==> src/rtl/controle_pkg.sv <==
// Shared encodings for the multicycle control unit: FSM states, opcodes,
// alu_op and alu_src_b codes, and the instruction classes from the opcode decoder.
// Latency: n/a (constants only). Backpressure: n/a.
package controle_pkg;

  typedef enum logic [3:0] {
    S_FETCH     = 4'd0,
    S_DECODE    = 4'd1,
    S_MEM_ADDR  = 4'd2,
    S_MEM_READ  = 4'd3,
    S_MEM_WB    = 4'd4,
    S_MEM_WRITE = 4'd5,
    S_EXEC_R    = 4'd6,
    S_EXEC_I    = 4'd7,
    S_ALU_WB    = 4'd8,
    S_BRANCH    = 4'd9,
    S_TRAP      = 4'd10
  } state_t;

  localparam logic [6:0] OP_LOAD   = 7'b0000011;
  localparam logic [6:0] OP_STORE  = 7'b0100011;
  localparam logic [6:0] OP_RTYPE  = 7'b0110011;
  localparam logic [6:0] OP_ITYPE  = 7'b0010011;
  localparam logic [6:0] OP_BRANCH = 7'b1100011;

  localparam logic [1:0] ALU_ADD   = 2'b00;
  localparam logic [1:0] ALU_SUB   = 2'b01;
  localparam logic [1:0] ALU_RTYPE = 2'b10;
  localparam logic [1:0] ALU_AND   = 2'b11;

  localparam logic [1:0] SRCB_REG     = 2'b00;
  localparam logic [1:0] SRCB_FOUR    = 2'b01;
  localparam logic [1:0] SRCB_IMM     = 2'b10;
  localparam logic [1:0] SRCB_IMM_SH1 = 2'b11;

  typedef enum logic [2:0] {
    CL_LOAD,
    CL_STORE,
    CL_RTYPE,
    CL_ITYPE,
    CL_BRANCH,
    CL_ILLEGAL
  } instr_class_t;

endpackage

==> src/rtl/decodificador_opcode.sv <==
// Opcode to instruction-class decoder feeding the DECODE-state transition.
// Latency: combinational. Backpressure: none.
// Ports: opcode (instr[6:0]) in, classe (instr_class_t) out.
module decodificador_opcode
  import controle_pkg::*;
(
  input  logic [6:0]   opcode,
  output instr_class_t classe
);

  always_comb begin
    classe = CL_ILLEGAL;
    case (opcode)
      OP_LOAD:   classe = CL_LOAD;
      OP_STORE:  classe = CL_STORE;
      OP_RTYPE:  classe = CL_RTYPE;
      OP_ITYPE:  classe = CL_ITYPE;
      OP_BRANCH: classe = CL_BRANCH;
      default:   classe = CL_ILLEGAL;
    endcase
  end

endmodule

==> src/rtl/controle_multiciclo.sv <==
// Moore control FSM for a multicycle datapath (lh/sh/R-type/andi/beq) plus retired counter.
// Latency: lh 5, sh 4, R/andi 4, beq 3 cycles; FETCH/MEM_READ/MEM_WRITE stall while mem_ready=0.
// Ports: clk, rst_n (async low), opcode, mem_ready in; datapath strobes/selects, state_o,
//        retired, illegal_instr out. CONTROLE_ILLEGAL_TRAP_EN: unknown opcode traps (sticky flag).
module controle_multiciclo
  import controle_pkg::*;
(
  input  logic        clk,
  input  logic        rst_n,
  input  logic [6:0]  opcode,
  input  logic        mem_ready,
  output logic        pc_write,
  output logic        pc_write_cond,
  output logic        ir_write,
  output logic        mem_read,
  output logic        mem_write,
  output logic        reg_write,
  output logic        i_or_d,
  output logic        mem_to_reg,
  output logic        alu_src_a,
  output logic [1:0]  alu_src_b,
  output logic [1:0]  alu_op,
  output logic        pc_source,
  output logic [3:0]  state_o,
  output logic [15:0] retired,
  output logic        illegal_instr
);

  state_t       state_q, state_d;
  instr_class_t classe;
  logic         is_store_q;   // load/store choice captured in DECODE; opcode is ignored later
  logic         retire;
  logic [15:0]  retired_q;

  decodificador_opcode u_dec (
    .opcode (opcode),
    .classe (classe)
  );

  always_ff @(posedge clk or negedge rst_n) begin
    if (!rst_n) begin
      state_q    <= S_FETCH;
      is_store_q <= 1'b0;
    end else begin
      state_q <= state_d;
      if (state_q == S_DECODE) is_store_q <= (classe == CL_STORE);
    end
  end

  always_comb begin
    state_d = state_q;
    case (state_q)
      S_FETCH:     if (mem_ready) state_d = S_DECODE;
      S_DECODE: begin
        case (classe)
          CL_LOAD, CL_STORE: state_d = S_MEM_ADDR;
          CL_RTYPE:          state_d = S_EXEC_R;
          CL_ITYPE:          state_d = S_EXEC_I;
          CL_BRANCH:         state_d = S_BRANCH;
`ifdef CONTROLE_ILLEGAL_TRAP_EN
          default:           state_d = S_TRAP;
`else
          default:           state_d = S_FETCH;   // unknown opcode retires nothing
`endif
        endcase
      end
      S_MEM_ADDR:  state_d = is_store_q ? S_MEM_WRITE : S_MEM_READ;
      S_MEM_READ:  if (mem_ready) state_d = S_MEM_WB;
      S_MEM_WB:    state_d = S_FETCH;
      S_MEM_WRITE: if (mem_ready) state_d = S_FETCH;
      S_EXEC_R:    state_d = S_ALU_WB;
      S_EXEC_I:    state_d = S_ALU_WB;
      S_ALU_WB:    state_d = S_FETCH;
      S_BRANCH:    state_d = S_FETCH;
`ifdef CONTROLE_ILLEGAL_TRAP_EN
      S_TRAP:      state_d = S_TRAP;
`endif
      default:     state_d = S_FETCH;
    endcase
  end

  // Outputs depend on state_q only (plus mem_ready for FETCH completion).
  // rst_n gates them so strobes drop the instant reset asserts.
  always_comb begin
    pc_write      = 1'b0;
    pc_write_cond = 1'b0;
    ir_write      = 1'b0;
    mem_read      = 1'b0;
    mem_write     = 1'b0;
    reg_write     = 1'b0;
    i_or_d        = 1'b0;
    mem_to_reg    = 1'b0;
    alu_src_a     = 1'b0;
    alu_src_b     = SRCB_REG;
    alu_op        = ALU_ADD;
    pc_source     = 1'b0;
    if (rst_n) begin
      case (state_q)
        S_FETCH: begin
          mem_read  = 1'b1;
          alu_src_b = SRCB_FOUR;
          ir_write  = mem_ready;
          pc_write  = mem_ready;
        end
        S_DECODE:    alu_src_b = SRCB_IMM_SH1;
        S_MEM_ADDR: begin
          alu_src_a = 1'b1;
          alu_src_b = SRCB_IMM;
        end
        S_MEM_READ: begin
          mem_read = 1'b1;
          i_or_d   = 1'b1;
        end
        S_MEM_WB: begin
          reg_write  = 1'b1;
          mem_to_reg = 1'b1;
        end
        S_MEM_WRITE: begin
          mem_write = 1'b1;
          i_or_d    = 1'b1;
        end
        S_EXEC_R: begin
          alu_src_a = 1'b1;
          alu_op    = ALU_RTYPE;
        end
        S_EXEC_I: begin
          alu_src_a = 1'b1;
          alu_src_b = SRCB_IMM;
          alu_op    = ALU_AND;
        end
        S_ALU_WB:    reg_write = 1'b1;
        S_BRANCH: begin
          alu_src_a     = 1'b1;
          alu_op        = ALU_SUB;
          pc_write_cond = 1'b1;
          pc_source     = 1'b1;
        end
        default: ;
      endcase
    end
  end

  assign retire = (state_q == S_MEM_WB) || (state_q == S_ALU_WB) || (state_q == S_BRANCH) ||
                  ((state_q == S_MEM_WRITE) && mem_ready);

  always_ff @(posedge clk or negedge rst_n) begin
    if (!rst_n)      retired_q <= 16'h0000;
    else if (retire) retired_q <= retired_q + 16'h0001;   // wraps naturally
  end

`ifdef CONTROLE_ILLEGAL_TRAP_EN
  logic illegal_q;
  always_ff @(posedge clk or negedge rst_n) begin
    if (!rst_n)                  illegal_q <= 1'b0;
    else if (state_d == S_TRAP)  illegal_q <= 1'b1;
  end
  assign illegal_instr = illegal_q;
`else
  assign illegal_instr = 1'b0;
`endif

  assign state_o = state_q;
  assign retired = retired_q;

endmodule
==> config.mk <==
export PLATFORM = sky130hd
export DESIGN_NAME = controle_multiciclo
export DESIGN_NICKNAME = d
export VERILOG_FILES = /design/src/rtl/controle_pkg.sv /design/src/rtl/decodificador_opcode.sv /design/src/rtl/controle_multiciclo.sv
export SDC_FILE = /design/constraint.sdc
export NUM_CORES = 1
export LEC_CHECK = 0
export CORE_MARGIN = 2
export CORE_UTILIZATION = 50
export DETAILED_ROUTE_END_ITERATION = 10
export DONT_BUFFER_PORTS = 1
export GPL_TIMING_DRIVEN = 0
export PLACE_DENSITY = 0.75
export SETUP_SLACK_MARGIN = 0.02
export SLEW_MARGIN = 25
export SYNTH_ARGS = -nofsm -noshare
export SYNTH_HDL_FRONTEND = slang
export SYNTH_SLANG_ARGS = --single-unit
==> constraint.sdc <==
create_clock -name clk -period 2.28 [get_ports clk]
set_input_delay 0.228 -clock clk [delete_from_list [all_inputs] [get_ports clk]]
set_output_delay 0.228 -clock clk [all_outputs]
set_load 0.02 [all_outputs]
==> impl_metrics.yaml, run 1 <==
global_routing:
  grt_use_total_pct: 18.9
  grt_overflow_total: 0
  antenna_found_initial: 0
  grt_pass1_vias: 1081
  grt_pass1_wl_um: 4890
  grt_max_degree: 22
logic_synthesis:
  synth_compound_area_share_pct: 8.96
  synth_top_family_by_area: "simple AND/OR/NAND/NOR gates"
  synth_commonest_cells: "21 x dfrtp_1, 15 x nand2_1, 15 x xnor2_1"
  synth-main-ff-cell: "dfrtp_1"
  ys_types: 44
  synth_cells: 146
  yosys.area_share.xor_xnor_pct: 10.4
  yosys.area_share.simple_pct: 34.2
  syn_nets: 157
  synthAdderAreaFrac_pct: 0.924
  synth_top_area_share_pct: 38.8
  yosys_warnings: 0
  synth_top_cells_by_area: "dfrtp_1 39%, xnor2_1 9.7%, nand2_1 4.2%"
  yosysMostFrequentCell: "dfrtp_1"
  syn_area_per_cell_um2: 9.27
  ys_async_sr_fraction_pct: 100
  syn_area_um2: 1350
  ys_ff_latch: 21
  seq_area_frac_synth_pct: 38.8
  synth_edf_count: 0
  synth_mux_area_share_pct: 1.11
  synth.largest_area_cell: "dfrtp_1"
timing:
  rsz0062_at_grt: "no"
  max_slew_margin_pct: 58.2
  slew_viol_final: 0
  fin_crit_sh_pct: 94.7
  setup_viol: 0
  hold_violations: 0
  fmax_mhz: 463
  tightest_slew_ns: 0.623
  fin_crit_ns: 2.16
  clock_skew_ns: 0.00434
  fin_ws_ns: 0.121
drt:
  drc: 0
  antenna_left: 0
  first_iter_violations: 32
  drt_pass1_iterations: 4
  dr_total_vias: 1071
  avgRoutedWirePerCell_um: 15.6
  via_per_inst: 5.88
  wirelength_um: 2840
hold_path:
  min_delay_path_depth: 2
  min_path_type: "input port to flop"
placement:
  place_area_um2: 1400
  hpwl_um: 2060
  place_congestion: 0.813
  place_ws_ns: 0.0535
  io_buffer_count: 0
setup_path:
  cpMostUsedCell: "buf_4"
  end_kind: "primary output"
  path_cells: "buf_4 > clkbuf_2 > nor4_4 > buf_4"
  slowest_delay_ns: 0.50
  cp.required_ns: 2.05
  critPathMaxFanout: 10
  crit_path_start_kind: "flop"
  r2r_cells: 4
  crit_type: "flop to primary output"
  critPathSlowestCell: "nor4_4"
  worstPathArrival_ns: 1.93
clocking:
  clockRootBuffer: "clkbuf_4"
  clock_path_buffers: 2
  clkSinkCount: 21
  clkTransAtPathRegs_ns: 0.13
  post-cts-setup-buffers: 0
  clock_latency_ns: 0.30
  htreeDepth: 1
  cts_tree: "built"
  cts_made_buffers: 3
final_layout:
  postLayoutCellArea_um2: 1470
  antenna_cells: 0
  area_delta_synth_final_pct: 8.32
  drive_gt1_share_pct: 18.4
  nets: 164
power:
  p_total_mw: 1.53
  p_per_area_nw_per_um2: 1040
  p_leak_nw: 0.622
  peakVddDrop_mv: 0.521
floorplan:
  dieArea_um2: 3140
  coreArea_um2: 2520
  die_w_um: 56.0
  top_level_ports: 45
  die_h_um: 56.0
  row_count: 18
  start_util_pct: 53.7
status:
  outcome: "finished, final reports clean"
flow_run:
  max_cap_viol_count: 0
## logic make-up after synthesis
family,after synthesis
flops,21
fa+ha+maj,1
mux,1
xor+xnor,16
buf+inv,12
compound gates,17
simple gates,77
other cells,1
## final timing paths
kind                          endpoint  slack, ns       start
max                           pc_write       0.12  state_o[0]
min in group asynchronous  retired[13]       0.40       rst_n
min                         state_o[1]       0.11   opcode[6]
max in group asynchronous   state_o[1]       1.53       rst_n
max reg2reg                 retired[1]       0.58  state_o[3]
min reg2reg                 is_store_q       0.54  is_store_q
## registers in the layout (all words and copies together) (netlist names)
register	count
state_o	4
retired	16
is_store_q	1
## per-stage QoR
stage | hold WS [ns] | utilization [%] | std cells | setup TNS, ns
final | 0.109 | 58.1 | 182 | 0
after global routing | 0.120 | 58.1 | 182 | 0
after global placement | -0.0670 | 55.2 | 176 | -0.263
after CTS | 0.103 | 57.6 | 181 | 0
after detailed placement | -0.0670 | 55.4 | 176 | 0
after floorplan | -0.0676 | - | 146 | 0
## cell type report
type                       count  area (um^2)
fill                         238         1060
multi-input combinational    113          781
sequential                    21          528
buffer                         9         66.3
tap                           30         37.5
clock buffer                   3         22.5
timing repair buffer           2         15.0
inverter                       3         11.3
clock inverter                 1         5.00
## cell usage in the layout, fill, tap and decap left out, types with 2 or more instances in the layout
cell type,count
inv_1,3
xnor2_1,15
nor3_4,2
a22oi_1,3
nand2_1,14
nor3b_1,2
nand4_1,6
clkbuf_4,4
nand3_1,8
buf_4,5
o21ai_0,2
dfrtp_1,19
nor2b_1,9
buf_2,2
nor3_1,4
nor2_1,11
nand2b_1,2
dfrtp_2,2
a21oi_1,4
and3_1,3
nand2b_4,2
## what timing repair did
action                                  in CTS  in global routing
hold buffers                                 1                  1
endpoints found under the setup margin       3                  2
hold endpoints to repair                    21                 21
pin swaps                                    1                  1
gates resized for setup                      6                  4
## power breakdown
part / internal (mW) / switching, mW / total (mW)
Sequential: 0.441 / 0.194 / 0.635
Combinational: 0.282 / 0.425 / 0.708
Clock: 0.0654 / 0.119 / 0.185
Total: 0.789 / 0.738 / 1.53
## metal layers
layer	global-route usage (%)	part of all wire, %	vias up
met4	5.44	0.81	0
met1	23.5	42	502
met5	0	0	-
met3	7.44	9.1	6
li1	-	-	512
met2	30.4	48	51
## critical path: cells and delay by family, from the launching register on
kind,cells,cell delay [ns]
buf+inv,3,0.65
flops,1,0.48
simple gates,1,0.50
(Power assumes the default switching activity.)
==> run 2, diff against run 1 <==
MAX_ROUTING_LAYER = met4   (was default)
==> run 2 against run 1 <==
- design area did not move
- sequential power barely moved
- worst setup slack improved by 0.0057 ns
- register-to-register slack barely moved
- combinational power barely moved
- final cell count did not move
- sequential share of layout area did not move
- clock power barely moved
- count of clock-buffer cells in the layout did not move
- power fell by 0.32%
- global-route usage rose by 0.68 points
- critical endpoint unchanged
- largest cell class unchanged
- largest power group unchanged
==> impl_metrics.yaml, run 2 (synthesis gave the netlist of run 1 again) <==
status:
  outcome: "finished, final reports clean"
setup_path:
  end_kind: "primary output"
  cpMostUsedCell: "buf_4"
  reg2reg_slack_ns: 0.58
  r2r-start: "state_o[3]"
  timing.rr.end: "retired[1]"
  crit_path_start_kind: "flop"
  crit_type: "flop to primary output"
  slowest_delay_ns: 0.50
  critPathSlowestCell: "nor4_4"
  path_cells: "buf_4 > clkbuf_2 > nor4_4 > buf_4"
  r2r_cells: 4
  path_buf_inv: 3
  worstPathArrival_ns: 1.93
  cp.required_ns: 2.05
  critPathMaxFanout: 10
  cp_top_family: "buffers and inverters"
final_layout:
  regArea_um2: 528
  final_cell_mix: "19 x dfrtp_1, 15 x xnor2_1, 14 x nand2_1"
  final_common_cell: "dfrtp_1"
  postLayoutCellArea_um2: 1470
  fin_util_pct: 58.1
  antenna_cells: 0
  largest_register_ffs: 16
  area_delta_synth_final_pct: 8.32
  drive_gt1_share_pct: 18.4
  multi_input_area_um2: 781
  fillers: 238
  nets: 164
timing:
  max_slew_margin_pct: 58.2
  rsz0062_at_grt: "no"
  setup_viol: 0
  fmax_mhz: 464
  clock_skew_ns: 0.00190
  hold_violations: 0
  tightest_slew_ns: 0.623
  fin_tns_setup_ns: 0
  fin_crit_sh_pct: 94.4
  timing.hold.ws_ns: 0.112
  slew_viol_final: 0
  fin_crit_ns: 2.15
placement:
  io_buffer_count: 0
  place_congestion: 0.825
  hpwl_um: 2060
  place_area_um2: 1400
power:
  swShare_pct: 48.2
  seqPwrFrac_pct: 41.6
  p_comb_share_pct: 46.5
  p_per_area_nw_per_um2: 1040
  peakVddDrop_mv: 0.518
  intPower_uw: 789
  clkPwrFrac_pct: 12.0
  switchingPower_uw: 733
  p_leak_nw: 0.622
clocking:
  cts_made_buffers: 3
  clock_path_buffers: 2
  post-cts-setup-buffers: 0
  clock_latency_ns: 0.30
  clkSinkCount: 21
  clockRootBuffer: "clkbuf_4"
  htreeDepth: 1
  clkTransAtPathRegs_ns: 0.12
  cts_tree: "built"
floorplan:
  coreArea_um2: 2520
  dieArea_um2: 3140
  top_level_ports: 45
  row_count: 18
  die_h_um: 56.0
  start_util_pct: 53.7
  die_w_um: 56.0
global_routing:
  grt_use_total_pct: 19.6
  grt_pass1_vias: 1078
  grt_overflow_total: 0
  antenna_found_initial: 0
  grt_max_degree: 22
  grt_pass1_wl_um: 4910
drt:
  wirelength_um: 2820
  avgRoutedWirePerCell_um: 15.5
  via_per_inst: 5.88
  first_iter_violations: 40
  dr_total_vias: 1071
  drt_pass1_iterations: 4
  antenna_left: 0
  drc: 0
hold_path:
  min_delay_path_depth: 2
  min_from: "opcode[6]"
  min_path_type: "input port to flop"
  holdPathEnd: "state_o[1]"
flow_run:
  max_cap_viol_count: 0
[run 2: power groups by stage]
stage	sequential, mW	combinational (mW)	clock (mW)
detailed placement	0.636	0.668	0
global placement	0.632	0.643	0
floorplan	0.608	0.564	0
global route	0.653	0.780	0.202
CTS	0.630	0.697	0.188
finish	0.633	0.708	0.182
[run 2: timing repair]
item | CTS | global route
endpoints found under the hold margin | 21 | 21
gates resized for setup | 6 | 4
pin swaps | 1 | 1
hold buffers | 1 | 1
setup endpoints to repair | 3 | 2
gates cloned | 0 | 0
[run 2: final cells by class]
cell class	instances	share of cell area, %
Buffer	9	4.52
Sequential cell	21	36.0
Clock inverter	1	0.341
Multi-Input combinational cell	113	53.2
Clock buffer	3	1.54
Tap cell	30	2.56
Timing Repair Buffer	2	1.02
Inverter	3	0.768
[run 2: worst max-delay path by stage]
stage | slack [ns] | startpoint | depth (start not counted) | end
after floorplan | 0.05 | state_o[2] | 5 | pc_write
after global placement | -0.26 | state_o[2] | 5 | pc_write
after detailed placement | 0.05 | state_o[2] | 5 | pc_write
after CTS | 0.05 | state_o[2] | 5 | pc_write
after global routing | 0.04 | state_o[0] | 4 | pc_write
final | 0.13 | state_o[0] | 4 | pc_write
[run 2: metrics by stage]
stage / setup WS, ns / cells / power (mW)
5_1_grt: 0.0357 / 182 / 1.63
6_report: 0.127 / 182 / 1.52
3_5_place_dp: 0.0535 / 176 / 1.30
2_1_floorplan: 0.0505 / 146 / 1.17
4_1_cts: 0.0462 / 181 / 1.52
3_3_place_gp: -0.263 / 176 / 1.27
[run 2: per-layer routing]
| layer | part of all wire, % | GRT usage, % | up-vias |
|---|---|---|---|
| met2 | 49 | 30.6 | 51 |
| met3 | 8.6 | 7.21 | 2 |
| met1 | 42 | 23.9 | 504 |
| met5 | 0 | - | - |
| li1 | - | - | 514 |
| met4 | 0.50 | 5.44 | 0 |
==> run 3, diff against run 2 <==
ABC_AREA = 1   (was default)
==> run 3 against run 2 <==
- power shrank 23%
- global-route usage grew 2.5 points
- sequential share of layout area shrank 5.0 points
- non-clock buffer count fell by 1
- fmax fell by 0.55%
==> impl_metrics.yaml, run 3 <==
status:
  outcome: "finished, final reports clean"
setup_path:
  timing.rr.end: "retired[8]"
  slowest_delay_ns: 0.48
  worstPathArrival_ns: 1.94
  r2r-start: "retired[0]"
  reg2reg_slack_ns: 0.55
  path_cells: "buf_6 > nor2_1 > nand2_1 > nor3_2 > buf_4"
  r2r_cells: 7
  crit_path_start_kind: "flop"
  critPathSlowestCell: "dfrtp_1"
  crit_type: "flop to primary output"
  cp.required_ns: 2.05
  end_kind: "primary output"
  critPathMaxFanout: 8
drt:
  wirelength_um: 3430
  avgRoutedWirePerCell_um: 12.5
  drc: 0
  antenna_left: 0
  dr_total_vias: 1405
  drt_pass1_iterations: 4
  first_iter_violations: 90
  via_per_inst: 5.11
logic_synthesis:
  yosys.area_share.xor_xnor_pct: 2.75
  ys_async_sr_fraction_pct: 100
  synth_commonest_cells: "67 x nand2_1, 26 x inv_1, 25 x nor2_1"
  syn_nets: 236
  synth_mux_area_share_pct: 0.708
  synth-main-ff-cell: "dfrtp_1"
  yosysMostFrequentCell: "nand2_1"
  synth_top_cells_by_area: "dfrtp_1 33%, nand2_1 16%, inv_1 6.1%"
  yosys.area_share.simple_pct: 41.1
  synthAdderAreaFrac_pct: 0.787
  synth_cells: 225
  ys_ff_latch: 21
  seq_area_frac_synth_pct: 33.0
  synth.largest_area_cell: "dfrtp_1"
  synth_edf_count: 0
  ys_types: 31
  synth_top_area_share_pct: 33.0
  synth_top_family_by_area: "simple AND/OR/NAND/NOR gates"
  syn_area_per_cell_um2: 7.07
  yosys_warnings: 0
  synth_compound_area_share_pct: 9.83
  syn_area_um2: 1590
final_layout:
  fillers: 311
  final_cell_mix: "67 x nand2_1, 26 x inv_1, 23 x nor2_1"
  fin_util_pct: 56.0
  stdcell_count: 275
  nets: 243
  postLayoutCellArea_um2: 1700
  drive_gt1_share_pct: 19.0
  antenna_cells: 0
  final_common_cell: "nand2_1"
  largest_register_ffs: 16
  area_delta_synth_final_pct: 6.69
clocking:
  cts_made_buffers: 3
  htreeDepth: 1
  cts_tree: "built"
  post-cts-setup-buffers: 0
  clockRootBuffer: "clkbuf_4"
  clkSinkCount: 21
  clkTransAtPathRegs_ns: 0.11
  clock_latency_ns: 0.31
  clock_path_buffers: 2
global_routing:
  grt_max_degree: 22
  antenna_found_initial: 0
  grt_pass1_wl_um: 5810
  grt_overflow_total: 0
  grt_pass1_vias: 1305
  grt_use_total_pct: 22.1
placement:
  dp.cells: 269
  hpwl_um: 2620
  io_buffer_count: 0
  place_area_um2: 1650
  place_congestion: 0.851
timing:
  setup_viol: 0
  fin_tns_setup_ns: 0
  fmax_mhz: 462
  tightest_slew_ns: 0.892
  fin_crit_sh_pct: 95.0
  max_slew_margin_pct: 40.0
  fin_crit_ns: 2.17
  hold_violations: 0
  clock_skew_ns: 0.00723
  rsz0062_at_grt: "no"
  slew_viol_final: 0
floorplan:
  coreArea_um2: 3030
  start_util_pct: 52.5
  die_h_um: 60.4
  top_level_ports: 45
  row_count: 20
  die_w_um: 60.4
  dieArea_um2: 3650
power:
  p_per_area_nw_per_um2: 692
  p_leak_nw: 0.780
  peakVddDrop_mv: 0.450
hold_path:
  min_delay_path_depth: 1
  min_path_type: "input port to flop"
  holdPathEnd: "state_o[1]"
  min_from: "mem_ready"
flow_run:
  max_cap_viol_count: 0
## run 3: worst max-delay path by stage
stage	end	from	cells past startpoint
2_1_floorplan	pc_write	state_o[0]	5
3_3_place_gp	pc_write	state_o[2]	4
3_5_place_dp	pc_write	state_o[0]	5
4_1_cts	pc_write	state_o[0]	5
5_1_grt	pc_write	state_o[1]	5
6_report	pc_write	state_o[0]	5
## run 3: per-layer routing
| metal | up-vias | track usage [%] | wire length, um |
|---|---|---|---|
| met5 | - | - | 0 |
| met4 | 0 | 8.89 | 69 |
| met3 | 7 | 4.90 | 192 |
| met2 | 37 | 38.0 | 1670 |
| met1 | 633 | 24.7 | 1490 |
| li1 | 728 | - | - |
## run 3: final cells by class
cell class / count / area [um^2] / area share [%]
multi-input cells: 167 / 892 / 52.6
repair buffers: 2 / 15.0 / 0.885
well taps: 44 / 55.1 / 3.24
inverters: 29 / 111 / 6.56
flip-flops and latches: 21 / 526 / 31.0
clock buffers: 4 / 26.3 / 1.55
plain buffers: 8 / 71.3 / 4.20
## run 3: per-stage QoR
step | setup slack (ns) | power, mW | hold slack (ns)
2_1_floorplan | 0.344 | 0.906 | -0.0676
3_3_place_gp | 0.215 | 0.975 | -0.0670
3_5_place_dp | 0.230 | 0.984 | -0.0671
4_1_cts | 0.0943 | 1.19 | 0.0429
5_1_grt | 0.0536 | 1.26 | 0.0468
6_report | 0.115 | 1.17 | 0.0587
## run 3: cells by family after synthesis
family,after synthesis
xor+xnor,5
compound gates,20
mux,1
flops,21
fa+ha+maj,1
buf+inv,37
other cells,1
simple gates,139
## run 3: power breakdown
| part | total, mW | internal (mW) | switching (mW) |
|---|---|---|---|
| combinational | 0.468 | 0.155 | 0.313 |
| sequential | 0.519 | 0.411 | 0.108 |
| clock | 0.187 | 0.0684 | 0.119 |
| total | 1.17 | 0.634 | 0.540 |
## run 3: worst max-delay path: cells and delay by family, from the launching register on
| kind | cells | cell delay, ns |
|---|---|---|
| AND/OR/NAND/NOR | 3 | 0.74 |
| flip-flops | 1 | 0.48 |
| buffers and inverters | 2 | 0.40 |
## run 3: timing repair
action,in CTS,in global routing
endpoints found under the hold margin,21,21
resized for setup,1,2
gates cloned,0,0
setup endpoints to repair,1,1
hold buffers,1,1
